$ cat config.mk
export PLATFORM = sky130hd
export DESIGN_NAME = conv_window_gen_3x3
export DESIGN_NICKNAME = d
export VERILOG_FILES = /design/src/rtl/conv_window_gen_3x3.sv
export SDC_FILE = /design/constraint.sdc
export NUM_CORES = 1
export LEC_CHECK = 0
export CORE_UTILIZATION = 50
export CTS_CLUSTER_SIZE = 8
export DETAILED_ROUTE_END_ITERATION = 12
export PLACE_DENSITY_LB_ADDON = 0.25
export SLEW_MARGIN = 20
export SYNTH_ARGS = -nofsm -noshare
export SYNTH_HDL_FRONTEND = slang
export SYNTH_SLANG_ARGS = --single-unit
$ cat constraint.sdc
create_clock -name clk -period 10.59 [get_ports clk]
set_input_delay 2.118 -clock clk [delete_from_list [all_inputs] [get_ports clk]]
set_output_delay 2.118 -clock clk [all_outputs]
set_load 0.01 [all_outputs]
$ cat src/rtl/conv_window_gen_3x3.sv
// Purpose: streaming 3x3 sliding-window generator (valid mode, stride 1) fed by raster-order pixels.
// Latency: 1 cycle from accepted pixel to window/window_valid/frame_done update.
// Backpressure: none; every pixel with data_in_valid=1 is accepted, idle cycles hold all state.
module conv_window_gen_3x3 #(
  parameter int DATA_WIDTH = 16,
  parameter int IMG_WIDTH  = 28,
  parameter int IMG_HEIGHT = 28
) (
  input  logic                    clk,
  input  logic                    reset,
  input  logic                    data_in_valid,
  input  logic [DATA_WIDTH-1:0]   data_in,
  output logic [9*DATA_WIDTH-1:0] window,
  output logic                    window_valid,
  output logic                    frame_done
);

  localparam int COL_W = $clog2(IMG_WIDTH);
  localparam int ROW_W = $clog2(IMG_HEIGHT);
  localparam logic [COL_W-1:0] COL_LAST = COL_W'(IMG_WIDTH - 1);
  localparam logic [ROW_W-1:0] ROW_LAST = ROW_W'(IMG_HEIGHT - 1);

  logic [COL_W-1:0]      col;
  logic [ROW_W-1:0]      row;
  // lb0 holds the previous row, lb1 the row before that, both indexed by column.
  logic [DATA_WIDTH-1:0] lb0 [IMG_WIDTH];
  logic [DATA_WIDTH-1:0] lb1 [IMG_WIDTH];
  // win[3*r+c]: r=0 oldest row, c=0 oldest column.
  logic [DATA_WIDTH-1:0] win [9];
  logic [DATA_WIDTH-1:0] lb0_rd;
  logic [DATA_WIDTH-1:0] lb1_rd;
  logic                  in_window_area;
  logic                  last_pixel;

  assign lb0_rd         = lb0[col];
  assign lb1_rd         = lb1[col];
  assign in_window_area = (row >= ROW_W'(2)) && (col >= COL_W'(2));
  assign last_pixel     = (row == ROW_LAST) && (col == COL_LAST);

  // Raster position of the next accepted pixel; wraps at end of row and end of frame.
  always_ff @(posedge clk or posedge reset) begin
    if (reset) begin
      col <= '0;
      row <= '0;
    end else if (data_in_valid) begin
      if (col == COL_LAST) begin
        col <= '0;
        if (row == ROW_LAST) begin
          row <= '0;
        end else begin
          row <= row + ROW_W'(1);
        end
      end else begin
        col <= col + COL_W'(1);
      end
    end
  end

  // Line buffers age by one row per write; no reset needed since row>=2 gating hides stale data.
  always_ff @(posedge clk) begin
    if (data_in_valid) begin
      lb1[col] <= lb0_rd;
      lb0[col] <= data_in;
    end
  end

  // Window shifts left one column per pixel; the new right column comes from the line buffers and input.
  always_ff @(posedge clk or posedge reset) begin
    if (reset) begin
      for (int i = 0; i < 9; i++) begin
        win[i] <= '0;
      end
    end else if (data_in_valid) begin
      for (int r = 0; r < 3; r++) begin
        win[3*r]   <= win[3*r+1];
        win[3*r+1] <= win[3*r+2];
      end
      win[2] <= lb1_rd;
      win[5] <= lb0_rd;
      win[8] <= data_in;
    end
  end

  // Strobes registered alongside the window so they line up with its contents.
  always_ff @(posedge clk or posedge reset) begin
    if (reset) begin
      window_valid <= 1'b0;
      frame_done   <= 1'b0;
    end else begin
      window_valid <= data_in_valid && in_window_area;
      frame_done   <= data_in_valid && last_pixel;
    end
  end

  // Flatten the window registers onto the output bus.
  always_comb begin
    window = '0;
    for (int i = 0; i < 9; i++) begin
      window[DATA_WIDTH*i +: DATA_WIDTH] = win[i];
    end
  end

endmodule

**After elaboration in Yosys (flattened, before gate mapping)**

Memories as Yosys holds them, arrays and structs flattened. A register that Yosys moved wholly into a read port is not among the register bits.
Index checks and enable logic that the tools add are counted.

- Memory bits (writable): 896
- Output and inout bits: 146
- Register bits after elaboration: 140
- Memories kept: 2
- Word-level logic and storage cells: 29
- Input bits: 19

- Equality and inequality tests: 2
- Multiplexer cells: 4
- $add $sub $neg: 2
- Reduce and logical (&&, ||, !) cells: 5
- Order comparisons: 2

Memories:

| memory | words | bits a word | read ports | clocked after Yosys merged registers in | write ports | RTL line | text |
|---|---|---|---|---|---|---|---|
| lb0 | 28 | 16 | 1 | 0 | 1 | 26 | `logic [DATA_WIDTH-1:0] lb0 [IMG_WIDTH];` |
| lb1 | 28 | 16 | 1 | 1 | 1 | 27 | `logic [DATA_WIDTH-1:0] lb1 [IMG_WIDTH];` |

Operators with widths:

| kind | count |
|---|---|
| $add A5 B1 Y5 const B | 2 |
| $eq A5 B5 Y1 const B | 2 |
| $ge A5 B2 Y1 const B | 2 |
| $mux W5 | 2 |
| $logic_and A1 B1 Y1 | 4 |
| $mux W1 | 2 |
| $reduce_and A2 Y1 | 1 |

**Logic depth before layout (Yosys ltp)**

- Depth after elaboration: 3
- Depth in mapped cells: 9
- Depth with buffers taken out: 6

**Least setup slack after synthesis**

No wires, ideal clock.

- Path type: in2reg
- From: input port data_in_valid
- To: memory lb0[24][0], enable pin
- Library setup time: 461 ps
- Data required time: 10129 ps
- Stages on the path: 5
- Path slack: 4854 ps
- Arrival time: 5274 ps
- Buffers on the path: 3
- Cells stage by stage: clkbuf_1 -> clkbuf_1 -> clkbuf_1 -> nand2_1 -> nor3_1

- Word-level cells in the longest chain between the ends: 2

Ends and longest elaborated chain:

| element | RTL line | text |
|---|---|---|
| from (decl) | 11 | `input logic data_in_valid,` |
| $mux W1 | 61 | `if (data_in_valid) begin` |
| $mux W1 (not written as such) | 63 | `lb0[col] <= data_in;` |
| to (decl) | 26 |  |

No other way between the ends.

**Final worst setup path**

- From: register col[1]
- To: memory lb1[20][12], data pin

- Word-level cells in the longest chain between the ends: 1

Ends and longest elaborated chain:

| element | RTL line | text |
|---|---|---|
| from (decl) | 23 | `logic [COL_W-1:0] col;` |
| from (signal assigned) | 54 | `col <= col + COL_W'(1);` |
| $mem_v2 Z28 W16 | n/a |  |
| net lb0_rd[12] | 30 | `logic [DATA_WIDTH-1:0] lb0_rd;` |
| to (decl) | 27 |  |

The timed path passes the listed nets, and every way through them passes these cells.

==> impl_metrics.ini <==
[run_status]
status = finished clean

[layout]
fill_cells = 5534
nets = 2206
area_delta_synth_final_pct = 18.7
fin_cells = 3304
final_common_cell = edfxtp_1
ff_latch_area_mm2 = 0.0308
multi_input_area_mm2 = 0.00880
drive_above_1_share_pct = 26.6
final_cell_mix = edfxtp_1, mux4_2, clkdlybuf4s50_1

[setup_path]
worstPathRequired_ns = 10.78
crit_buf_inv = 2
rr_startpoint = col[1]$_DFFE_PP0P_
crit_cells = 6
cpPeakStageDelay_ns = 0.77
critical_path.max_fanout = 130
worstSetupPathType = register to register
cp-end-kind = register
cpMaxStageDelayCell = nand2_1
r2r_end = lb1[20][12]$_DFFE_PP_
cp_cell_sequence = buf_4 -> buf_12 -> mux4_2 -> a22o_1 -> a221oi_2 -> nand2_1
critPathLaunchType = register
cpLargestDelayFamily = buffers and inverters
rr_worst_depth = 6
worstPathArrival_ns = 4.69
ff2ff_setup_slack_ns = 6.09

[yosys]
synth_fp_nets = 1921
ys_warn_count = 0
synth-async-reset-ratio_pct = 14.8
synth_flop_cell = edfxtp_1
syn_inst = 1896
ys_types = 52
ys_seq_area_share_pct = 76.8
yosys.area.top_type_share_pct = 67.1
synth_top_cell_by_area = edfxtp_1
synthTopCellsByArea = edfxtp_1, mux4_2, dfrtp_1
yosys_register_bits = 1052
avgSynthCellArea_um2 = 21.2
syn_area_mm2 = 0.0401
synth-edff-count = 896

[clock_network]
cts_hold_buf = 0
cts-resized-gates = 0
cts-htree-levels = 4
root_buffer = clkbuf_16
cts_tree = yes
clk_pin_slew_ns = 0.05
postCtsSetupRepairBufs = 0
numCtsBuffers = 149
insertion_delay_ns = 0.72
clock_sinks = 1052
cts.path.max_buffers = 3

[sta]
finalCriticalPeriod_ns = 4.50
finalCritPeriodShare_pct = 42.5
fin_tns_setup_ns = 0
hold_viol = 0
max_freq_mhz = 222
finClkSkew_ns = 0.0209
drv_slew = 0
tightest_slew_ns = 1.22
holdWs_ns = 0.501
finalSetupViolations = 0
relSlewSlack_pct = 18.4
grt_setup_unrepaired = no

[floorplanning]
io_pins = 165
core-area_mm2 = 0.0791
fp.dieH_um = 285
die-area_mm2 = 0.0813
start_util_pct = 50.7
row_count = 103
die_w_um = 285

[detailed_routing]
avgViaCountPerCell = 6.17
routed_wl_um = 99500
vias = 20400
antenna_left = 0
wire_per_inst_um = 30.1
drc = 0
drt-pass1-iter-count = 5
first_iter_violations = 2418

[pwr]
power_per_cell_area_mw_per_mm2 = 309
ir_drop_mv = 0.229
finalPower_uw = 14700
p_leak_uw = 0.0160

[global_route]
grt_max_degree = 131
grt_pass1_wl_um = 144000
grt_pass1_vias = 20600
grt_remaining_overflow = 0
grt_antenna_before_repair = 6
grtUsageTotal_pct = 25.0

[place]
hpwl_um = 58200
numPortBuffers = 164
dp_cells = 3080
place_congestion = 0.852

[hold_path]
hp-start = window[108]$_DFFE_PP0P_
hold_depth = 1
min_to = window[108]$_DFFE_PP0P_
hp-class = register to register

[run]
drv_cap = 0
## final cells by class
cell class,count,area share (%)
antenna,1,0.00526
multi-input combinational,736,18.5
clock buffer,213,8.60
tap,1050,2.76
inverter,5,0.0499
clock inverter,10,0.284
timing repair buffer,237,5.10
sequential,1052,64.7
## registers in the layout, indices dropped and copies added, names as in the netlist
name	cells
row	5
lb0	448
lb1	448
frame_done	1
window	144
col	5
window_valid	1
## cells in the mapped netlist, types with 2 or more instances
| cell | instances |
|---|---|
| edfxtp_1 | 896 |
| mux4_2 | 175 |
| dfrtp_1 | 156 |
| mux2_2 | 119 |
| mux2i_1 | 95 |
| nor2_1 | 67 |
| o22ai_1 | 40 |
| a22o_1 | 36 |
| clkbuf_1 | 33 |
| nand2_1 | 31 |
| buf_2 | 30 |
| a31oi_1 | 29 |
| a221oi_2 | 19 |
| buf_6 | 16 |
| buf_4 | 15 |
| a21oi_1 | 13 |
| a211oi_1 | 12 |
| a22oi_1 | 11 |
| nand3_1 | 10 |
| nor2b_1 | 7 |
| o21ai_0 | 7 |
| a221oi_1 | 6 |
| ha_1 | 6 |
| nor3_1 | 5 |
| a211oi_2 | 4 |
| buf_12 | 4 |
| inv_1 | 4 |
| nand2b_1 | 4 |
| nand4_1 | 4 |
| and2_1 | 3 |
| buf_8 | 3 |
| nor4_1 | 3 |
| or3_1 | 3 |
| or4b_1 | 3 |
| a21o_1 | 2 |
| a41oi_1 | 2 |
| and3b_1 | 2 |
| and4b_1 | 2 |
| buf_1 | 2 |
| nand3b_1 | 2 |
| nand4bb_1 | 2 |
| nor3b_2 | 2 |
| o31ai_1 | 2 |
## worst max-delay path by stage
| stage | startpoint | slack (ns) | end |
|---|---|---|---|
| final | col[1]$_DFFE_PP0P_ | 6.09 | lb1[20][12]$_DFFE_PP_ |
| after global routing | col[0]$_DFFE_PP0P_ | 6.00 | row[4]$_DFFE_PP0P_ |
| after CTS | col[1]$_DFFE_PP0P_ | 6.16 | lb1[20][6]$_DFFE_PP_ |
| after detailed placement | data_in_valid | 5.54 | row[4]$_DFFE_PP0P_ |
| after global placement | data_in_valid | 5.54 | row[4]$_DFFE_PP0P_ |
| after floorplan | reset | 4.27 | col[0]$_DFFE_PP0P_ |
## cells by family (layout without fill, tap and decap cells)
family	Yosys count	count (layout)	synth area share (%)
multiplexers	390	390	15.6
adder cells (fa/ha/maj)	6	6	0.187
AO/OA/AOI/OAI	185	185	3.69
XOR/XNOR	2	2	0.0437
buffers and inverters	108	465	1.79
flip-flops	1052	1052	76.8
AND/OR/NAND/NOR	153	153	1.89
other	0	1	0
## routing by layer
layer	global-route usage [%]	part of all wire, %
met1	34.9	40
met2	37.4	46
met3	8.13	11
met4	7.98	2.6
met5	0	0.046
## report_power, final
group	switching [uW]	leakage, uW	total, uW	internal (uW)
registers	335	0.00990	6030	5700
logic	2710	0.00401	4360	1650
clock network	1630	0.00204	4300	2670
total	4680	0.0160	14700	10000
## per-stage QoR
| stage | util [%] | worst slack (ns) | cell area [um2] |
|---|---|---|---|
| final | 60.2 | 6.09 | 47600 |
| after global routing | 60.2 | 6.00 | 47600 |
| after CTS | 60.2 | 6.16 | 47600 |
| after detailed placement | 54.8 | 5.54 | 43400 |
| after global placement | 54.5 | 5.54 | 43100 |
| after floorplan | - | 4.27 | 40100 |
Note: power is estimated with default switching activity, not from simulation.
